File: src/rtl/cpu_opponent_ctrl.sv
// cpu_opponent_ctrl: frame-rate CPU opponent emitting player keycodes (left/right/jump/kick).
// Define CPU_JITTER_EN to stretch IDLE/COOL by 0-7 frames from an 8-bit LFSR.
module cpu_opponent_ctrl #(
  parameter int REACT_FRAMES = 8,
  parameter int KICK_FRAMES  = 6,
  parameter int COOL_FRAMES  = 20,
  parameter int TRACK_OFS    = 20,
  parameter int DEADBAND     = 2,
  parameter int KICK_RANGE   = 40,
  parameter int JUMP_RANGE   = 30,
  parameter int JUMP_TRIG    = 40,
  parameter int GROUND_Y     = 257
) (
  input  logic       frame_clk,
  input  logic       Reset,
  input  logic       goal_reset,
  input  logic       enable,
  input  logic [9:0] BallX,
  input  logic [9:0] BallY,
  input  logic [9:0] PlayerX,
  input  logic [9:0] PlayerY,
  output logic [7:0] keycode,
  output logic [2:0] state_dbg
);
  typedef enum logic [2:0] {IDLE = 3'd0, CHASE = 3'd1, JUMP = 3'd2, AIR = 3'd3, KICK = 3'd4, COOL = 3'd5} state_t;
  localparam logic [4:0] REACT_LAST = 5'(REACT_FRAMES - 1);
  localparam logic [4:0] KICK_LAST = 5'(KICK_FRAMES - 1);
  localparam logic [4:0] COOL_LAST = 5'(COOL_FRAMES - 1);
  // Tracking is done on PlayerX - BallX so the target itself never needs an extra bit.
  localparam logic signed [10:0] LEFT_TH = 11'(TRACK_OFS + DEADBAND);
  localparam logic signed [10:0] RIGHT_TH = 11'(TRACK_OFS - DEADBAND);
  localparam logic signed [10:0] KICK_R = 11'(KICK_RANGE);
  localparam logic signed [10:0] JUMP_R = 11'(JUMP_RANGE);
  localparam logic signed [10:0] NJUMP_R = 11'(-JUMP_RANGE);
  localparam logic signed [10:0] JTRIG = 11'(JUMP_TRIG);
  state_t state_q, state_d;
  logic [4:0] cnt_q, cnt_d, idle_last, cool_last;
  logic [7:0] key_q, key_d, trk;
  logic signed [10:0] dx, dy;
  logic kick_ok, jump_ok, on_ground, halt;
  assign dx = $signed({1'b0, PlayerX}) - $signed({1'b0, BallX});
  assign dy = $signed({1'b0, PlayerY}) - $signed({1'b0, BallY});
  assign kick_ok = dx >= 11'sd0 && dx <= KICK_R;
  assign jump_ok = dx >= NJUMP_R && dx <= JUMP_R && dy > JTRIG;
  assign on_ground = PlayerY == 10'(GROUND_Y);
  assign trk = {6'd0, dx < RIGHT_TH, dx > LEFT_TH};
  assign halt = goal_reset | ~enable;
`ifdef CPU_JITTER_EN
  localparam logic [7:0] SEED = 8'hA5;
  logic [7:0] lfsr_q;
  logic [2:0] ext_q;
  logic enter;
  assign enter = (state_d == IDLE || state_d == COOL) && (state_d != state_q || halt);
  always_ff @(posedge frame_clk or posedge Reset)
    if (Reset) begin
      lfsr_q <= SEED;
      ext_q <= SEED[2:0];
    end else begin
      lfsr_q <= {lfsr_q[6:0], lfsr_q[7] ^ lfsr_q[5] ^ lfsr_q[4] ^ lfsr_q[3]};
      if (enter) ext_q <= lfsr_q[2:0];
    end
  assign idle_last = REACT_LAST + {2'b0, ext_q};
  assign cool_last = COOL_LAST + {2'b0, ext_q};
`else
  assign idle_last = REACT_LAST;
  assign cool_last = COOL_LAST;
`endif
  always_comb begin
    state_d = state_q;
    cnt_d = cnt_q;
    key_d = trk;
    case (state_q)
      IDLE: begin
        key_d = 8'h00;
        state_d = cnt_q == idle_last ? CHASE : IDLE;
        cnt_d = cnt_q == idle_last ? 5'd0 : cnt_q + 5'd1;
      end
      CHASE:
        if (kick_ok) begin
          state_d = KICK;
          key_d = 8'h08;
          cnt_d = 5'd0;
        end else if (jump_ok && on_ground) begin
          state_d = JUMP;
          key_d = trk | 8'h04;
        end
      JUMP: state_d = AIR;
      AIR: state_d = on_ground ? CHASE : AIR;
      // The exit edge already shows the cooldown keycode so bit3 is held exactly KICK_FRAMES frames.
      KICK: begin
        key_d = cnt_q == KICK_LAST ? trk : 8'h08;
        state_d = cnt_q == KICK_LAST ? COOL : KICK;
        cnt_d = cnt_q == KICK_LAST ? 5'd0 : cnt_q + 5'd1;
      end
      COOL: begin
        state_d = cnt_q == cool_last ? CHASE : COOL;
        cnt_d = cnt_q == cool_last ? 5'd0 : cnt_q + 5'd1;
      end
      default: begin
        state_d = IDLE;
        cnt_d = 5'd0;
        key_d = 8'h00;
      end
    endcase
    if (halt) begin
      state_d = IDLE;
      cnt_d = 5'd0;
      key_d = 8'h00;
    end
  end
  always_ff @(posedge frame_clk or posedge Reset)
    if (Reset) begin
      state_q <= IDLE;
      cnt_q <= 5'd0;
      key_q <= 8'h00;
    end else begin
      state_q <= state_d;
      cnt_q <= cnt_d;
      key_q <= key_d;
    end
  assign keycode = key_q;
  assign state_dbg = state_q;
endmodule

File: config.mk
export PLATFORM = sky130hd
export DESIGN_NAME = cpu_opponent_ctrl
export DESIGN_NICKNAME = d
export VERILOG_FILES = /design/src/rtl/cpu_opponent_ctrl.sv
export SDC_FILE = /design/constraint.sdc
export NUM_CORES = 1
export LEC_CHECK = 0
export CELL_PAD_IN_SITES_DETAIL_PLACEMENT = 0
export CELL_PAD_IN_SITES_GLOBAL_PLACEMENT = 1
export CORE_MARGIN = 2
export CORE_UTILIZATION = 35
export CTS_BUF_LIST = sky130_fd_sc_hd__clkbuf_8
export DETAILED_ROUTE_END_ITERATION = 8
export GPL_ROUTABILITY_DRIVEN = 0
export PLACE_DENSITY_LB_ADDON = 0.15
export SLEW_MARGIN = 0
export SYNTH_ARGS = -nofsm -noshare
export SYNTH_HDL_FRONTEND = slang
export SYNTH_SLANG_ARGS = --single-unit
File: constraint.sdc
create_clock -name frame_clk -period 2.4 [get_ports frame_clk]
set_input_delay 0.48 -clock frame_clk [delete_from_list [all_inputs] [get_ports frame_clk]]
set_output_delay 0.48 -clock frame_clk [all_outputs]
set_load 0.01 [all_outputs]
# Word level (Yosys, flattened, before mapping)
# Cells that the tools add are included.
# Widths: inputs -> output; s select.
[totals]
register_bits = 16
inputBits = 44
out_inout_bits = 11
word_cells = 54
[classes]
addsub = 3
n_lt_le_gt_ge = 7
eq_ne = 12
n_mux = 19
bitwise = 2
n_reduce_logical = 8
[ops]
columns = ["cell", "count"]
rows = [
  ["$mux 5", 5],
  ["$pmux 5 s5", 1],
  ["$sub 10x10->11", 2],
  ["$pmux 3 s6", 1],
  ["$mux 3", 5],
  ["$pmux 4 s3", 1],
  ["$ge 11x1->1 const B", 1],
  ["$ge 11x6->1 const B", 1],
  ["$gt 11x6->1 const B", 1],
  ["$gt 11x7->1 const B", 1],
  ["$le 11x6->1 const B", 1],
  ["$le 11x7->1 const B", 1],
  ["$lt 11x6->1 const B", 1],
  ["$eq 10x9->1 const B", 1],
  ["$eq 5x3->1 const B", 2],
  ["$mux 4", 2],
  ["$mux 8", 1],
  ["$eq 3x2->1 const B", 2],
  ["$eq 3x3->1 const B", 2],
  ["$add 5x1->5 const B", 1],
  ["$eq 5x5->1 const B", 1],
  ["$logic_and 1x1->1", 4],
  ["$ne 4x4->1 const B", 1],
  ["$eq 3x1->1 const B", 1],
  ["other kinds (10)", 11],
]

# Logic depth before layout (Yosys ltp)
# Gate-level depths: netlist of the first run.
[depth]
ltp_word = 9
ltp_mapped = 12
depth_no_buf = 12

# Least setup slack after synthesis of the first run
# No wires, ideal clock.
[synth_timing]
path_kind = "input to register"
startpoint = "input port PlayerX[0]"
endpoint = "register key_q[1], in the netlist keycode[1]"
arrival_time_ps = 2689
required_ps = 2280
setup_slack_ps = -408
cell_stages = 11
cell_sequence = "inv_1 > ha_1 > fa_1 > nor2b_1 > o31a_2 > o22ai_2 > a2bb2oi_1 > a221o_1 > o31a_1 > nor3_2 > and3b_1"
[synth_between]
elab_chain_len = 6
[synth_lines]
columns = ["item", "line", "text"]
rows = [
  ["start, declared", "20", "input logic [9:0] PlayerX,"],
  ["$sub 10x10->11 (*)", "41", "assign dx = $signed({1'b0, PlayerX}) - $signed({1'b0, BallX});"],
  ["$lt 11x6->1 (tied with other cells)", "46", "assign trk = {6'd0, dx < RIGHT_TH, dx > LEFT_TH};"],
  ["$mux 3 or $logic_and 1x1->1 (tied branches)", "83, 43", ""],
  ["$mux 4", "79", "if (kick_ok) begin"],
  ["$pmux 4 s3 (*)", "72", "case (state_q)"],
  ["$mux 8 (*)", "105", "if (halt) begin"],
  ["net key_d[1]", "38", "logic [7:0] key_q, key_d, trk;"],
  ["end signal, assigned", "119", "key_q <= key_d;"],
  ["end, declared", "38", ""],
]
# Mark *: on every way through the listed nets, which the timed path passes. The rest lies on a longest branch.
# A chain may end at the register's enable or synchronous reset.

# Worst setup path in the final report of the first run
[layout_timing]
startpoint = "input port PlayerX[0]"
endpoint = "register cnt_q[2]"
[layout_between]
elab_chain_len = 5
[layout_lines]
columns = ["item", "line", "text"]
rows = [
  ["$sub 10x10->11 (*)", "41", ""],
  ["$ge 11x1->1 or $le 11x7->1 (tied branches)", "43", "assign kick_ok = dx >= 11'sd0 && dx <= KICK_R;"],
  ["$logic_and 1x1->1 (*)", "43", ""],
  ["$ne 3x3->1 (no source line) (*)", "n/a", ""],
  ["$reduce_and 2->1 (no source line) (*)", "n/a", ""],
  ["end signal, assigned", "118", "cnt_q <= cnt_d;"],
  ["end, declared", "37", "logic [4:0] cnt_q, cnt_d, idle_last, cool_last;"],
]
# Every way passes the cells marked *; elsewhere a longest branch is shown, timed or not.

==> results of run 1 <==
[layer usage]
metal / track usage / vias up / share of wire
met4: 0.0571 / 0 / 0.018
met3: 0.0163 / 12 / 0.038
met5: 0 / - / 0
li1: - / 1137 / -
met1: 0.233 / 996 / 0.46
met2: 0.301 / 50 / 0.48
[timing repair]
item	in CTS	in global routing
cloned	0	0
gates resized for setup	87	8
setup endpoints to repair	12	12
pin swaps	45	6
setup buffers	11	3
[registers in the layout, summed over array words and instances (netlist names)]
signal     cells
cnt_q          5
keycode        4
state_dbg      3
[metrics by stage]
stage	cell area (um2)	utilization	TNS (ns)	power [mW]	hold slack [ns]
final	3230	0.624	-1.68	1.06	0.520
after global routing	3230	0.624	-3.02	1.14	0.550
after CTS	3190	0.616	-2.18	1.04	0.520
after detailed placement	2910	0.563	-11.84	0.756	0.509
after global placement	2910	0.563	-11.26	0.751	0.502
after floorplan	1980	-	-2.24	0.517	0.345
[power by group]
part	leakage (nW)	switching (mW)	internal, mW
combinational	1.29	0.274	0.355
sequential	0.166	0.00627	0.206
clock	0.0288	0.0724	0.145
[how the worst max path moves through the flow]
stage	start	endpoint	slack, ns	cells after the start
3_5_place_dp	PlayerX[0]	cnt_q[2]	-1.04	12
3_3_place_gp	PlayerX[0]	cnt_q[2]	-0.98	12
6_report	PlayerX[0]	cnt_q[2]	-0.18	12
2_1_floorplan	PlayerX[0]	keycode[1]	-0.22	11
4_1_cts	PlayerX[0]	cnt_q[2]	-0.25	12
5_1_grt	PlayerX[0]	state_dbg[1]	-0.30	13
[worst max-delay path: stages]
cell and delay [ns]:
buf_8 0.09, inv_12 0.03, ha_4 0.15, fa_2 0.41
nor2b_4 0.13, o31a_4 0.15, o22ai_4 0.08, a2bb2oi_2 0.14
a221o_1 0.32, o31a_1 0.33, o21ai_2 0.24, a31oi_1 0.12
[cells by family (layout without fill, tap and decap cells)]
family | after synthesis | after routing
AO/OA/AOI/OAI | 78 | 78
XOR/XNOR | 5 | 5
adder cells (fa/ha/maj) | 24 | 24
buffers and inverters | 41 | 153
flip-flops | 12 | 12
multiplexers | 3 | 3
other | 1 | 4
AND/OR/NAND/NOR | 87 | 87
[layout make-up]
class,count,area share
timing repair buffer,117,0.304
tap,70,0.0271
sequential,12,0.0930
inverter,32,0.0411
clock buffer,4,0.0170
multi-input combinational,201,0.518
[cells in the mapped netlist (2+ instances only)]
library cell	instances	area, um2
o211ai_1	3	22.5
a211oi_1	4	30.0
fa_1	2	40.0
nor3b_1	3	22.5
o2111ai_1	2	17.5
and3b_1	2	17.5
nor2_1	18	67.6
nor4_1	2	12.5
a211o_1	2	17.5
o22ai_1	5	31.3
ha_1	22	275
nor2b_1	5	31.3
and2_1	5	31.3
nand2_1	15	56.3
xor2_1	2	17.5
nor3_2	2	20.0
buf_4	4	30.0
mux2i_1	2	20.0
inv_1	32	120
clkbuf_1	3	11.3
o31ai_1	3	22.5
a21boi_0	2	15.0
nand4_1	2	12.5
a21oi_1	10	50.1
xnor2_1	3	26.3
a31oi_1	7	43.8
dfrtp_1	12	300
nor3_1	10	50.1
nand2b_1	6	37.5
o31a_1	2	17.5
o21a_1	5	37.5
or2_2	3	18.8
a21o_1	5	37.5
and3_1	2	12.5
nand3_1	6	30.0
o21ai_0	13	65.1
==> metrics.yaml, run 1 <==
pwr:
  p_leak_nw: 1.49
  powerDensity_mw_per_mm2: 328
  ir_worst_vdd_mv: 0.161
synthesis:
  synth.area.mux_share: 0.0164
  syn_avg_cell_area_um2: 7.61
  synth_area_mm2: 0.00191
  ys_async_sr_fraction: 1.00
  synth_cells: 251
  synth.distinct_cells: 61
  ys.flop_type: "dfrtp_1"
  synth_edf_count: 0
  synthSimpleGateAreaFrac: 0.249
  synth_top_family_by_area: "compound AO/OA/AOI/OAI gates"
  yosys_warnings: 0
  synth_seq_cells: 12
  synth_compound_area_frac: 0.295
  synthAdderAreaFrac: 0.165
  yosysSeqAreaShare: 0.157
  synth-xor-area-share: 0.0229
detailed_routing:
  viasPerCell: 5.03
  final_antenna_net_count: 0
  wl_per_cell_um: 12.0
  vias: 2195
  drtPass1Iterations: 4
  drc_errors: 0
  drt_iter0_markers: 51
  drt-total-wl_um: 5220
cells_and_area:
  drive_gt1_frac: 0.355
  final_common_cell: "buf_4"
  layout_common_cells: "buf_4, clkdlybuf4s50_1, inv_1, nor2_1, nand2_1"
  multi_input_area_mm2: 0.00167
  seq_area_um2: 300
  n_antenna_cell: 0
  areaGrowthSynthToFinish_pct: 69.0
  fillerInstances: 467
  layout.nets: 435
  fin_cells: 436
sta:
  period_needed_ns: 2.58
  rsz0062_at_grt: "true"
  max_clock_freq_mhz: 388
  layout_setup_ws_ns: -0.177
  hold_viol_final: 0
  finalClockSkew_ns: 0.00346
  setup_viol: 12
  final_max_slew_viol_count: 0
  post-route-period-util: 1.07
status:
  status: "complete, but fails checks"
  violations: "setup timing"
grt:
  grt_max_degree: 13
  antenna_found_initial: 0
  grt_pass1_wl_um: 8980
  grt-ovfl-total: 0
  grt_use_total: 0.176
  grt_pass1_vias: 2091
clock_network:
  clock-root-buffer: "clkbuf_8"
  cts.clk_slew.worst_paths_ns: 0.05
  numCtsBuffers: 3
  hold_buffers: 0
  clk_latency_ns: 0.24
  cts_tree: "yes"
  cts_max_level: 1
  cts.sinks: 12
  clock_path_buffers: 2
critical_path:
  cp_max_fo: 5
  crit_arrival_ns: 2.68
  worstSetupPathType: "in -> reg"
  r2r-end: "cnt_q[4]"
  reg2reg_from: "cnt_q[0]"
  r2r_cells: 8
  start_kind: "input port"
  crit_required_ns: 2.51
  worst_setup_path_end_kind: "flip-flop"
  rrSetupSlack_ns: 0.36
die:
  fp-row-count: 26
  dieArea_mm2: 0.00607
  dieWidth_um: 77.9
  die_h_um: 77.9
  ios: 55
  start_util: 0.369
  coreArea_mm2: 0.00517
flow_run:
  drv_cap: 0
placement:
  pre_cts_ws_ns: -1.04
  io_buffers: 50
  hpwl_um: 4170
  dp.cells: 419
min_path:
  hold_depth: 1
  min_to: "cnt_q[4]"
  hp-class: "reg -> reg"
  hp-start: "cnt_q[4]"
(Power assumes the default switching activity.)
==> run 2, diff against run 1 <==
Settings changed: CORE_MARGIN 2 to 8.
==> run 2 against run 1 <==
The flow still finishes with violations (setup timing). Hold slack got worse by 0.0017 ns. Clock power decreased by 19%. Via count fell by 2.1%. Sequential share of layout area about the same. Power fell by 2.9%. Utilization decreased by 2.6 points. Largest cell class unchanged. Maximum frequency up 0.25%. Routed wire length up 4.2%. Clock skew shrank 0.0013 ns. Sequential power about the same. Global-route usage down 4.2 points. Setup slack better by 0.0064 ns.
==> metrics.yaml, run 2 (synthesis gave the netlist of run 1 again) <==
status:
  status: "complete, but fails checks"
  violations: "setup timing"
sta:
  final_max_slew_viol_count: 0  # unchanged
  rsz0062_at_grt: "true"
  post-route-period-util: 1.07  # -0.00268
  finalClockSkew_ns: 0.00213  # -0.00133 ns
  setup_viol: 12  # unchanged
  period_needed_ns: 2.57  # -0.00642 ns
  hold_viol_final: 0  # unchanged
  max_clock_freq_mhz: 389  # +0.25%
  layout_setup_ws_ns: -0.171  # +0.00642 ns
die:
  die_h_um: 89.9  # +15%
  start_util: 0.353  # -0.0159
  coreArea_mm2: 0.00541  # +4.5%
  ios: 55  # unchanged
  dieArea_mm2: 0.00808  # +33%
  dieWidth_um: 89.9  # +15%
  fp-row-count: 27  # +3.8%
grt:
  antenna_found_initial: 0  # unchanged
  met3_usage: 0.0166  # +0.000346
  grtUsageMet2: 0.260  # -0.0414
  grt_use_total: 0.134  # -0.0421
  grt_pass1_vias: 2233  # +6.8%
  met1_usage: 0.153  # -0.0800
  grt_max_degree: 13  # unchanged
  grt-ovfl-total: 0  # unchanged
  busiest_layer: "met2"
  grt_pass1_wl_um: 9570  # +6.5%
flow_run:
  drv_cap: 0  # unchanged
placement:
  io_buffers: 50  # unchanged
  hpwl_um: 4430  # +6.4%
  placed_cell_area_mm2: 0.00289  # -0.94%
  dp.cells: 417  # -0.48%
clock_network:
  cts.sinks: 12  # unchanged
  clk_latency_ns: 0.23  # about the same
  clock-root-buffer: "clkbuf_8"
  cts_max_level: 1  # unchanged
  cts_tree: "yes"
  cts.clk_slew.worst_paths_ns: 0.05  # about the same
  hold_buffers: 0  # unchanged
  clock_path_buffers: 2  # unchanged
  numCtsBuffers: 3  # unchanged
cells_and_area:
  layout.nets: 429  # -1.4%
  layout_common_cells: "buf_4, clkdlybuf4s50_1, inv_1, nor2_1, nand2_1"
  largest_reg_flops: 5  # unchanged
  postLayoutCoreUtil: 0.598  # -0.0260
  largest_register: "cnt_q"
  n_antenna_cell: 0  # unchanged
  final_common_cell: "buf_4"
  seq_area_um2: 300  # unchanged
  areaGrowthSynthToFinish_pct: 69.3
  fin_cells: 431  # -1.1%
  fillerInstances: 517  # +11%
  final_cell_area_mm2: 0.00323  # +0.15%
  multi_input_area_mm2: 0.00173  # +3.6%
  drive_gt1_frac: 0.359  # +0.00414
pwr:
  p_leak_nw: 1.45  # -2.7%
  p_total_mw: 1.03  # -2.9%
  switching_power_mw: 0.355  # +0.68%
  p_sw_frac: 0.345  # +0.0122
  pwr-share-seq: 0.207  # +0.006
  p_clk_frac: 0.171  # -0.034
  intPower_mw: 0.673  # -4.6%
  ir_worst_vdd_mv: 0.219  # +36%
  powerDensity_mw_per_mm2: 318  # -3.0%
  power_frac_comb: 0.622  # +0.028
min_path:
  hp-class: "reg -> reg"
detailed_routing:
  drt-total-wl_um: 5440  # +4.2%
  drt_iter0_markers: 46  # -9.8%
  vias: 2149  # -2.1%
  drc_errors: 0  # unchanged
  drtPass1Iterations: 5  # +1
  viasPerCell: 4.99  # -0.96%
  wl_per_cell_um: 12.6  # +5.4%
  final_antenna_net_count: 0  # unchanged
critical_path:
  worstSetupPathType: "in -> reg"
  crit_arrival_ns: 2.69  # about the same
  cp_max_fo: 5  # unchanged
  start_kind: "input port"
  worst_setup_path_end_kind: "flip-flop"
  crit_required_ns: 2.52  # about the same
-- run 2: final timing paths --
check	to	from	cells past startpoint	slack, ns
worst max-delay path	keycode[1]	PlayerX[0]	12	-0.17
worst min-delay path	cnt_q[4]	cnt_q[4]	1	0.52
worst max register to register	cnt_q[4]	cnt_q[0]	8	0.36
worst min register to register	cnt_q[4]	cnt_q[4]	1	0.52
max in group asynchronous	state_dbg[0]	Reset	2	1.52
min in group asynchronous	cnt_q[3]	Reset	2	0.56
-- run 2: worst max-delay path, stage by stage --
cell,delay [ns]
buf_8,0.09
inv_12,0.03
ha_4,0.14
fa_2,0.36
nor2b_4,0.13
o31a_4,0.14
o22ai_4,0.08
a2bb2oi_2,0.17
a221o_1,0.32
o31a_1,0.41
nor3_2,0.15
and3b_1,0.19
-- run 2: per-layer routing --
layer | wire, um | vias to the layer above | part of all wire
li1 | - | 1125 | -
met1 | 2320 | 995 | 0.43
met2 | 2960 | 29 | 0.54
met3 | 158 | 0 | 0.029
met4 | 0 | 0 | 0
met5 | 0 | - | 0
-- run 2: timing repair --
action / CTS / global route
pin swaps: 44 / 5
gates resized for setup: 105 / 9
setup endpoints to repair: 12 / 12
setup buffers: 11 / 0
-- run 2: metrics by stage --
step | setup TNS [ns] | setup slack, ns | hold WS, ns
2_1_floorplan | -2.24 | -0.224 | 0.345
3_3_place_gp | -11.27 | -0.982 | 0.505
3_5_place_dp | -11.64 | -1.02 | 0.515
4_1_cts | -1.88 | -0.200 | 0.521
5_1_grt | -2.68 | -0.258 | 0.537
6_report | -1.71 | -0.171 | 0.518
-- run 2: cell type report --
type / count / share of cell area
multi-input cells: 201 / 0.535
repair buffers: 111 / 0.290
flip-flops and latches: 12 / 0.0928
inverters: 32 / 0.0410
well taps: 72 / 0.0279
clock buffers: 3 / 0.0128
-- run 2: power groups by stage --
| stage | Combinational [mW] | Clock [mW] | Sequential (mW) |
|---|---|---|---|
| 6_report | 0.639 | 0.176 | 0.213 |
| 5_1_grt | 0.703 | 0.195 | 0.214 |
| 4_1_cts | 0.629 | 0.182 | 0.213 |
| 3_5_place_dp | 0.534 | 0 | 0.216 |
| 3_3_place_gp | 0.529 | 0 | 0.216 |
| 2_1_floorplan | 0.302 | 0 | 0.215 |
